[config.mk]
export PLATFORM = sky130hd
export DESIGN_NAME = channel_drain_mux
export DESIGN_NICKNAME = d
export VERILOG_FILES = /design/src/rtl/cnn_acc_pkg.sv /design/src/rtl/next_channel_find.sv /design/src/rtl/channel_drain_mux.sv
export SDC_FILE = /design/constraint.sdc
export NUM_CORES = 1
export LEC_CHECK = 0
export BUFFER_PORTS_ARGS = -buffer_cell sky130_fd_sc_hd__buf_2
export CAP_MARGIN = 30
export CORE_ASPECT_RATIO = 0.75
export CORE_MARGIN = 4
export CORE_UTILIZATION = 46
export CTS_CLUSTER_DIAMETER = 200
export DETAILED_ROUTE_END_ITERATION = 16
export GPL_TIMING_DRIVEN = 0
export PLACE_DENSITY = 0.85
export SLEW_MARGIN = 5
export SYNTH_ARGS = -nofsm -noshare
export SYNTH_HDL_FRONTEND = slang
export SYNTH_SLANG_ARGS = --single-unit
[constraint.sdc]
create_clock -name clk -period 3.3 [get_ports clk]
set_input_delay 0.165 -clock clk [delete_from_list [all_inputs] [get_ports clk]]
set_output_delay 0.165 -clock clk [all_outputs]
set_load 0.01 [all_outputs]
[src/rtl/cnn_acc_pkg.sv]
`default_nettype none
// ============================================================================
// Module      : cnn_acc_pkg
// Description : Shared types and helpers for the CNN accelerator output path.
// Revision    : 1.0 - initial release
// ============================================================================
package cnn_acc_pkg;

    localparam int DATA_W_DEF = 16;

    typedef enum logic [0:0] {
        IDLE = 1'b0,
        SEND = 1'b1
    } state_t;

    // Index width that never collapses to zero bits for tiny parameter values.
    function automatic int safe_clog2(input int value);
        return (value <= 2) ? 1 : $clog2(value);
    endfunction

endpackage
`default_nettype wire

[src/rtl/next_channel_find.sv]
`default_nettype none
// ============================================================================
// Module      : next_channel_find
// Description : Lowest set bit of en strictly above from_idx (-1 = search all).
// Revision    : 1.0 - initial release
// ============================================================================
module next_channel_find #(
    parameter int N     = 2,
    parameter int SEL_W = 1
) (
    input  logic [N-1:0]       en,
    input  logic signed [SEL_W:0] from_idx,
    output logic               found,
    output logic [SEL_W-1:0]   idx
);

    always_comb begin
        found = 1'b0;
        idx   = '0;
        for (int i = N - 1; i >= 0; i--) begin
            if (en[i] && (i > int'(from_idx))) begin
                found = 1'b1;
                idx   = SEL_W'(i);
            end
        end
    end

endmodule
`default_nettype wire

[src/rtl/channel_drain_mux.sv]
`default_nettype none
// ============================================================================
// Module      : channel_drain_mux
// Description : Drains POY rows from each enabled serializer onto a registered
//               valid/ready beat stream with last/row tagging.
// Revision    : 1.0 - initial release
// ============================================================================
module channel_drain_mux
    import cnn_acc_pkg::*;
#(
    parameter int  CHANNEL_N = 2,
    parameter int  POX       = 3,
    parameter int  POY       = 3,
    parameter int  DATA_W    = DATA_W_DEF,
    localparam int SEL_W     = safe_clog2(CHANNEL_N),
    localparam int ROW_W     = safe_clog2(POY)
) (
    input  logic                          clk,
    input  logic                          rst_n,
    input  logic                          start,
    input  logic [CHANNEL_N-1:0]          ch_en,
    input  logic [CHANNEL_N*POX*DATA_W-1:0] ser_data,
    output logic [CHANNEL_N-1:0]          ser_shift,
    output logic [POX*DATA_W-1:0]         out_data,
    output logic                          out_valid,
    input  logic                          out_ready,
    output logic [SEL_W-1:0]              mux_sel,
    output logic [ROW_W-1:0]              out_row,
    output logic                          out_last,
    output logic                          busy,
    output logic                          done,
    output logic                          start_err
);

    localparam int               C_BEAT_W   = POX * DATA_W;
    localparam logic [ROW_W-1:0] C_LAST_ROW = ROW_W'(POY - 1);

    state_t                r_state, w_state_nxt;
    logic [CHANNEL_N-1:0]  r_en_q;
    logic [C_BEAT_W-1:0]   r_out_data;
    logic                  r_out_valid;
    logic [SEL_W-1:0]      r_mux_sel;
    logic [ROW_W-1:0]      r_out_row;
    logic                  r_out_last;
    logic                  r_done;
    logic                  r_start_err;

    logic [C_BEAT_W-1:0]   w_rows [CHANNEL_N];
    logic                  w_first_found, w_next_found;
    logic [SEL_W-1:0]      w_first_idx, w_next_idx;
    logic [SEL_W-1:0]      w_hi_new, w_hi_q, w_ld_hi;
    logic                  w_hs, w_final_hs, w_accept;
    logic                  w_load, w_ld_last;
    logic [SEL_W-1:0]      w_ld_ch;
    logic [ROW_W-1:0]      w_ld_row;
    logic [CHANNEL_N-1:0]  w_shift;

    generate
        for (genvar c = 0; c < CHANNEL_N; c++) begin : g_row_split
            assign w_rows[c] = ser_data[c*C_BEAT_W +: C_BEAT_W];
        end
    endgenerate

    next_channel_find #(.N(CHANNEL_N), .SEL_W(SEL_W)) u_first_find (
        .en       (ch_en),
        .from_idx ({(SEL_W+1){1'b1}}),
        .found    (w_first_found),
        .idx      (w_first_idx)
    );

    next_channel_find #(.N(CHANNEL_N), .SEL_W(SEL_W)) u_next_find (
        .en       (r_en_q),
        .from_idx ({1'b0, r_mux_sel}),
        .found    (w_next_found),
        .idx      (w_next_idx)
    );

    // Highest enabled channel of the new and the current mask, for out_last.
    always_comb begin
        w_hi_new = '0;
        w_hi_q   = '0;
        for (int i = 0; i < CHANNEL_N; i++) begin
            if (ch_en[i])  w_hi_new = SEL_W'(i);
            if (r_en_q[i]) w_hi_q   = SEL_W'(i);
        end
    end

    assign w_hs       = r_out_valid & out_ready;
    assign w_final_hs = (r_state == SEND) & w_hs & r_out_last;
    assign w_accept   = start & ((r_state == IDLE) | w_final_hs);

    always_comb begin
        w_state_nxt = r_state;
        w_load      = 1'b0;
        w_ld_ch     = r_mux_sel;
        w_ld_row    = r_out_row;
        w_ld_hi     = w_hi_q;
        if (w_accept) begin
            w_state_nxt = IDLE;
            if (w_first_found) begin
                w_state_nxt = SEND;
                w_load      = 1'b1;
                w_ld_ch     = w_first_idx;
                w_ld_row    = '0;
                w_ld_hi     = w_hi_new;
            end
        end else if ((r_state == SEND) && w_hs) begin
            if (r_out_last) begin
                w_state_nxt = IDLE;
            end else if (r_out_row != C_LAST_ROW) begin
                w_load   = 1'b1;
                w_ld_row = r_out_row + ROW_W'(1);
            end else begin
                // A non-last final row guarantees a higher enabled channel.
                w_load   = 1'b1;
                w_ld_ch  = w_next_idx;
                w_ld_row = '0;
            end
        end
    end

    assign w_ld_last = (w_ld_ch == w_ld_hi) && (w_ld_row == C_LAST_ROW);

    always_comb begin
        w_shift = '0;
        if (w_load && rst_n) w_shift[w_ld_ch] = 1'b1;
    end

    always_ff @(posedge clk or negedge rst_n) begin
        if (!rst_n) begin
            r_state     <= IDLE;
            r_en_q      <= '0;
            r_out_data  <= '0;
            r_out_valid <= 1'b0;
            r_mux_sel   <= '0;
            r_out_row   <= '0;
            r_out_last  <= 1'b0;
            r_done      <= 1'b0;
            r_start_err <= 1'b0;
        end else begin
            r_state     <= w_state_nxt;
            r_done      <= w_final_hs | (w_accept & ~w_first_found);
            r_start_err <= start & (r_state == SEND) & ~w_final_hs;
            if (w_accept) r_en_q <= ch_en;
            if (w_load) begin
                r_out_data  <= w_rows[w_ld_ch];
                r_mux_sel   <= w_ld_ch;
                r_out_row   <= w_ld_row;
                r_out_last  <= w_ld_last;
                r_out_valid <= 1'b1;
            end else if (w_hs) begin
                r_out_valid <= 1'b0;
            end
        end
    end

    assign ser_shift = w_shift;
    assign out_data  = r_out_data;
    assign out_valid = r_out_valid;
    assign mux_sel   = r_mux_sel;
    assign out_row   = r_out_row;
    assign out_last  = r_out_last;
    assign busy      = (r_state == SEND);
    assign done      = r_done;
    assign start_err = r_start_err;

endmodule
`default_nettype wire

# --- After elaboration in Yosys (flattened, before gate mapping) ---
# Cells that the tools add are included.
op_classes:
  addsub: 1
  n_reduce_logical: 10
  eq_ne: 3
  muxes: 33
  n_bitwise: 13
  magnitude_cmp: 5
op_table:
  columns: ["operator", "count"]
  rows:
  - ["$mux 48", 3]
  - ["$mux 1", 23]
  - ["$mux 2", 6]
  - ["$and 1x1->1", 7]
  - ["$logic_and 1x1->1", 6]
  - ["$reduce_bool 2->1", 3]
  - ["$not 1->1", 3]
  - ["$add 2x1->2 const B", 1]
  - ["$eq 2x2->1 const B", 1]
  - ["$ge 2x2->1 const B", 1]
  - ["$gt 1x1->1 const A", 2]
  - ["$lt 1x2->1 const B", 1]
  - ["$ne 2x2->1 const B", 1]
  - ["$not 1->2", 1]
  - ["$or 1x1->1", 2]
  - ["$reduce_and 2->1", 1]
  - ["$demux 1 s1", 1]
  - ["$eq 1x1->1", 1]
  - ["$ge 1x1->1 const B", 1]
word_totals:
  out_inout_bits: 58
  regBits: 58
  inputBits: 102

# --- Depth between registers and ports, before layout ---
logic_depth:
  word_depth: 13
  depth_mapped: 8
  depth_no_buf: 6

# --- By module ---
# Synthesis repeated with hierarchy kept, for this count alone.
hier_totals:
  hier_cells: 264
  hier_area_um2: 2813.9
modules_own_cells:
  columns: ["module", "area_per_inst_um2", "cells_per_inst", "instances", "seq_area_each_um2"]
  rows:
  - ["channel_drain_mux", 2748.9, 254, 1, 1451.4]
  - ["next_channel_find", 32.5, 5, 2, 0.0]

# --- Worst setup path after synthesis ---
# Ideal clock, no wire load.
synth_path:
  path_kind: "reg2reg"
  from: "reg r_state, in the netlist busy"
  to: "reg r_out_data[10], in the netlist out_data[10]"
  path_slack_ns: 1.445
  path_stages_with_launch: 9
  required_time_ns: 3.159
  t_arrival_ns: 1.714
  n_path_buf: 3
  path_cell_list: "dfrtp_1 -> buf_4 -> nand4b_4 -> or4_1 -> o211a_2 -> buf_2 -> buf_6 -> nand2_1 -> a31oi_1"
synth_via:
  elab_chain_len: 9
  elab_cells_between_ends: 14
synth_rtl:
  columns: ["item", "line_no", "source"]
  rows:
  - ["start: declaration", "channel_drain_mux.sv:38", "state_t r_state, w_state_nxt;"]
  - ["start signal: assignment", "channel_drain_mux.sv:141", "r_state <= w_state_nxt;"]
  - ["$and 1x1->1 (2 in series)", "channel_drain_mux.sv:89", "assign w_final_hs = (r_state == SEND) & w_hs & r_out_last;"]
  - ["$or 1x1->1", "channel_drain_mux.sv:90", "assign w_accept = start & ((r_state == IDLE) | w_final_hs);"]
  - ["$and 1x1->1", "channel_drain_mux.sv:90", null]
  - ["$mux 1", "channel_drain_mux.sv:98", "if (w_accept) begin"]
  - ["$not 1->2 (not written as such)", "channel_drain_mux.sv:146", "r_out_data <= w_rows[w_ld_ch];"]
  - ["$mux 48 (not written as such) (3 in series)", "channel_drain_mux.sv:146", null]
  - ["end signal: assignment", "channel_drain_mux.sv:146", null]
  - ["end: declaration", "channel_drain_mux.sv:40", "logic [C_BEAT_W-1:0] r_out_data;"]
# Several ways; a longest one is shown, not always the timed one. The select of a mux whose other input is x is not followed.
# A chain may end at the register's enable or synchronous reset.

# --- Worst setup path in the final report ---
layout_path:
  from: "reg r_state, in the netlist busy"
  to: "out ser_shift[1]"
layout_via:
  elab_chain_len: 10
  elab_cells_between_ends: 17
layout_rtl:
  columns: ["item", "line_no", "source"]
  rows:
  - ["$and 1x1->1 (2 in series)", "channel_drain_mux.sv:89", null]
  - ["$or 1x1->1", "channel_drain_mux.sv:90", null]
  - ["$and 1x1->1", "channel_drain_mux.sv:90", null]
  - ["$mux 1", "channel_drain_mux.sv:98", null]
  - ["$lt 1x2->1 (not written as such) or $ge 1x1->1 (tied branches)", "channel_drain_mux.sv:126", "if (w_load && rst_n) w_shift[w_ld_ch] = 1'b1;"]
  - ["$logic_and 1x1->1 (not written as such)", "channel_drain_mux.sv:126", null]
  - ["$mux 1 (not written as such)", "channel_drain_mux.sv:126", null]
  - ["$demux 1 s1", "channel_drain_mux.sv:126", null]
  - ["$mux 2 (*)", "channel_drain_mux.sv:126", null]
  - ["end: declaration", "channel_drain_mux.sv:23", "output logic [CHANNEL_N-1:0] ser_shift,"]
# Mark *: on every way between the ends. The rest lies on a longest branch, timed or not.

==> impl_metrics.json <==
{
  "status": "completed",
  "grt_pass1_vias": 2862,
  "fp.dieW_um": 95.4,
  "drc": 0,
  "grt_first_pass_wirelength_mm": 12.8,
  "drt-total-wl_mm": 8.17,
  "hold_viol_final": 0,
  "drt_pass1_iterations": 5,
  "num_io_pins": 160,
  "grt_start_max_net_pins": 34,
  "drv_slew": 0,
  "p_leak_nw": 1.92,
  "power_density_mw_per_mm2": 959,
  "total_power_mw": 3.61,
  "rrSetupSlack_ps": 1150,
  "whs_ps": 79.5,
  "r2r-end": "out_data[18]",
  "grt_usage": 0.238,
  "clock_sinks": 57,
  "ys_warn_count": 0,
  "h-tree-depth": 3,
  "finalCritPeriodShare": 0.728,
  "post_cts_buffers": 0,
  "arrival_ps": 2240,
  "nNetsFinal": 583,
  "cts_tree": "done",
  "synth_top_area_cell": "dfrtp_1",
  "num_rows": 23,
  "viasPerCell": 5.15,
  "start_kind": "register",
  "hold_end": "out_data[19]",
  "maxCapViolations": 0,
  "hp-start": "ser_data[67]",
  "die_area_mm2": 0.00701,
  "final.setup.tns_ps": 0,
  "avgSynthCellArea_um2": 8.52,
  "clkLatencyLatePin_ps": 330,
  "antenna_found_initial": 0,
  "vias": 2884,
  "drtIter0Drc": 144,
  "antenna_cells": 0,
  "dp_cells": 544,
  "yosys_register_bits": 57,
  "gp_congestion": 0.821,
  "drive_above_1_share": 0.384,
  "root_buffer": "clkbuf_8",
  "r2r-start": "out_valid",
  "finish.utilization": 0.692,
  "path_clk_slew_ps": 60,
  "synthCells": 309,
  "timing.slew.headroom": 0.569,
  "cts_resized": 0,
  "core_mm2": 0.00544,
  "hold_class": "input pin to register",
  "synth_area_mm2": 0.00263,
  "synth_seq_area_share": 0.542,
  "synth_area_leaders": "dfrtp_1 54%, nand2_1 15%, a31oi_1 12%",
  "crit_chain": "buf_4, nand4b_4, or4_1, o211a_2, clkbuf_1, nor2_1, buf_2",
  "holdPathStages": 3,
  "portBuffers": 159,
  "die_y_um": 73.5,
  "reg2reg_depth": 5,
  "drtAntennaViolNets": 0,
  "slowest_stage": "or4_1",
  "post_drt_wl_per_cell_um": 14.6,
  "timing.fmax_mhz": 416,
  "crit_required_ps": 3130,
  "hpwl_mm": 6.18,
  "syn_nets": 411,
  "rsz0062_at_grt": "false",
  "synth_top_area_share": 0.542,
  "irDropWorstVdd_mv": 0.435,
  "stdcell_count": 560,
  "worst-setup-path-type": "register to output port",
  "max_stage_delay_ps": 510,
  "skew_ps": 7.23,
  "hold_buffers": 1,
  "grt_overflow_total": 0,
  "start_util": 0.484,
  "syn2layout_area_growth_pct": 42.9,
  "tightestPinTransition_ps": 647,
  "setup_viol": 0,
  "synth_cell_types": 25,
  "cts-buffers-inserted": 9,
  "cp-end-kind": "output port",
  "post-route-min-period_ps": 2400,
  "cts.path.max_buffers": 2,
  "cp_max_fo": 10
}
[metal layers]
metal,wire [µm],track usage
met3,831,0.0860
met2,3860,0.396
met4,183,0.106
met5,0,0
met1,3300,0.277
[per-stage QoR]
stage	instance area (µm²)	setup WS [ps]
finish	3760	898
global route	3760	747
CTS	3760	888
detailed placement	3540	1110
global placement	3520	1200
floorplan	2630	1450
[cells in the mapped netlist]
| cell type | number |
|---|---|
| o211a_2 | 1 |
| xnor2_1 | 1 |
| a21o_1 | 2 |
| buf_6 | 6 |
| nor2_1 | 54 |
| buf_4 | 1 |
| nand4b_4 | 1 |
| o32ai_1 | 1 |
| nand2b_1 | 3 |
| nand3b_1 | 1 |
| buf_2 | 1 |
| a31oi_1 | 49 |
| mux2_2 | 1 |
| o21ai_0 | 2 |
| and3_1 | 1 |
| o31ai_1 | 1 |
| clkbuf_1 | 13 |
| nand2_1 | 104 |
| a21oi_1 | 2 |
| clkinv_2 | 1 |
| inv_1 | 3 |
| a22oi_2 | 1 |
| nand3_1 | 1 |
| or4_1 | 1 |
| dfrtp_1 | 57 |
[logic make-up after synthesis]
kind of cell / after synthesis / share of synthesized area
compound gates: 59 / 0.144
xor+xnor: 1 / 0.00333
mux: 1 / 0.00428
simple gates: 166 / 0.251
buf+inv: 25 / 0.0551
flops: 57 / 0.542
[worst max-delay path, delay by kind of cell, from the launching register on]
kind	cells	cell delay (ps)
buf+inv	3	550
simple gates	3	810
flops	1	340
compound gates	1	210
[power by group]
part / internal, mW / switching (mW)
registers: 1.04 / 0.187
logic: 0.697 / 0.990
clock network: 0.441 / 0.257
total: 2.17 / 1.43
[cell type report]
| type | count | area (µm²) |
|---|---|---|
| fillers | 465 | 1680 |
| flip-flops and latches | 57 | 1430 |
| multi-input cells | 227 | 1060 |
| repair buffers | 161 | 826 |
| clock buffers | 12 | 145 |
| plain buffers | 21 | 129 |
| well taps | 75 | 93.8 |
| clock inverters | 3 | 65.1 |
| inverters | 4 | 16.3 |
[flip-flops by register name, indices dropped and copies added, names as in the netlist]
name       cells
busy           1
start_err      1
r_en_q         1
mux_sel        1
done           1
out_row        2
out_last       1
out_valid      1
out_data      48
[how the worst max path moves through the flow]
stage	startpoint	endpoint	slack, ps	cells after the start
2_1_floorplan	busy	out_data[10]	1450	8
3_3_place_gp	out_valid	out_data[15]	1200	5
3_5_place_dp	out_valid	out_data[18]	1110	5
4_1_cts	out_valid	ser_shift[1]	890	6
5_1_grt	busy	ser_shift[1]	750	7
6_report	busy	ser_shift[1]	900	7
[cell usage in the layout, fill, tap and decap left out, types with 2 or more instances in the layout]
cell type	n
inv_1	3
clkbuf_8	10
nor2_1	54
clkinv_2	2
dfrtp_1	57
buf_6	6
clkbuf_1	15
a21oi_1	2
o21ai_0	2
bufinv_16	2
a31oi_1	49
a21o_1	2
nand2b_1	3
nand2_1	104
buf_2	160
No activity file was read; power rests on OpenSTA's default activity.
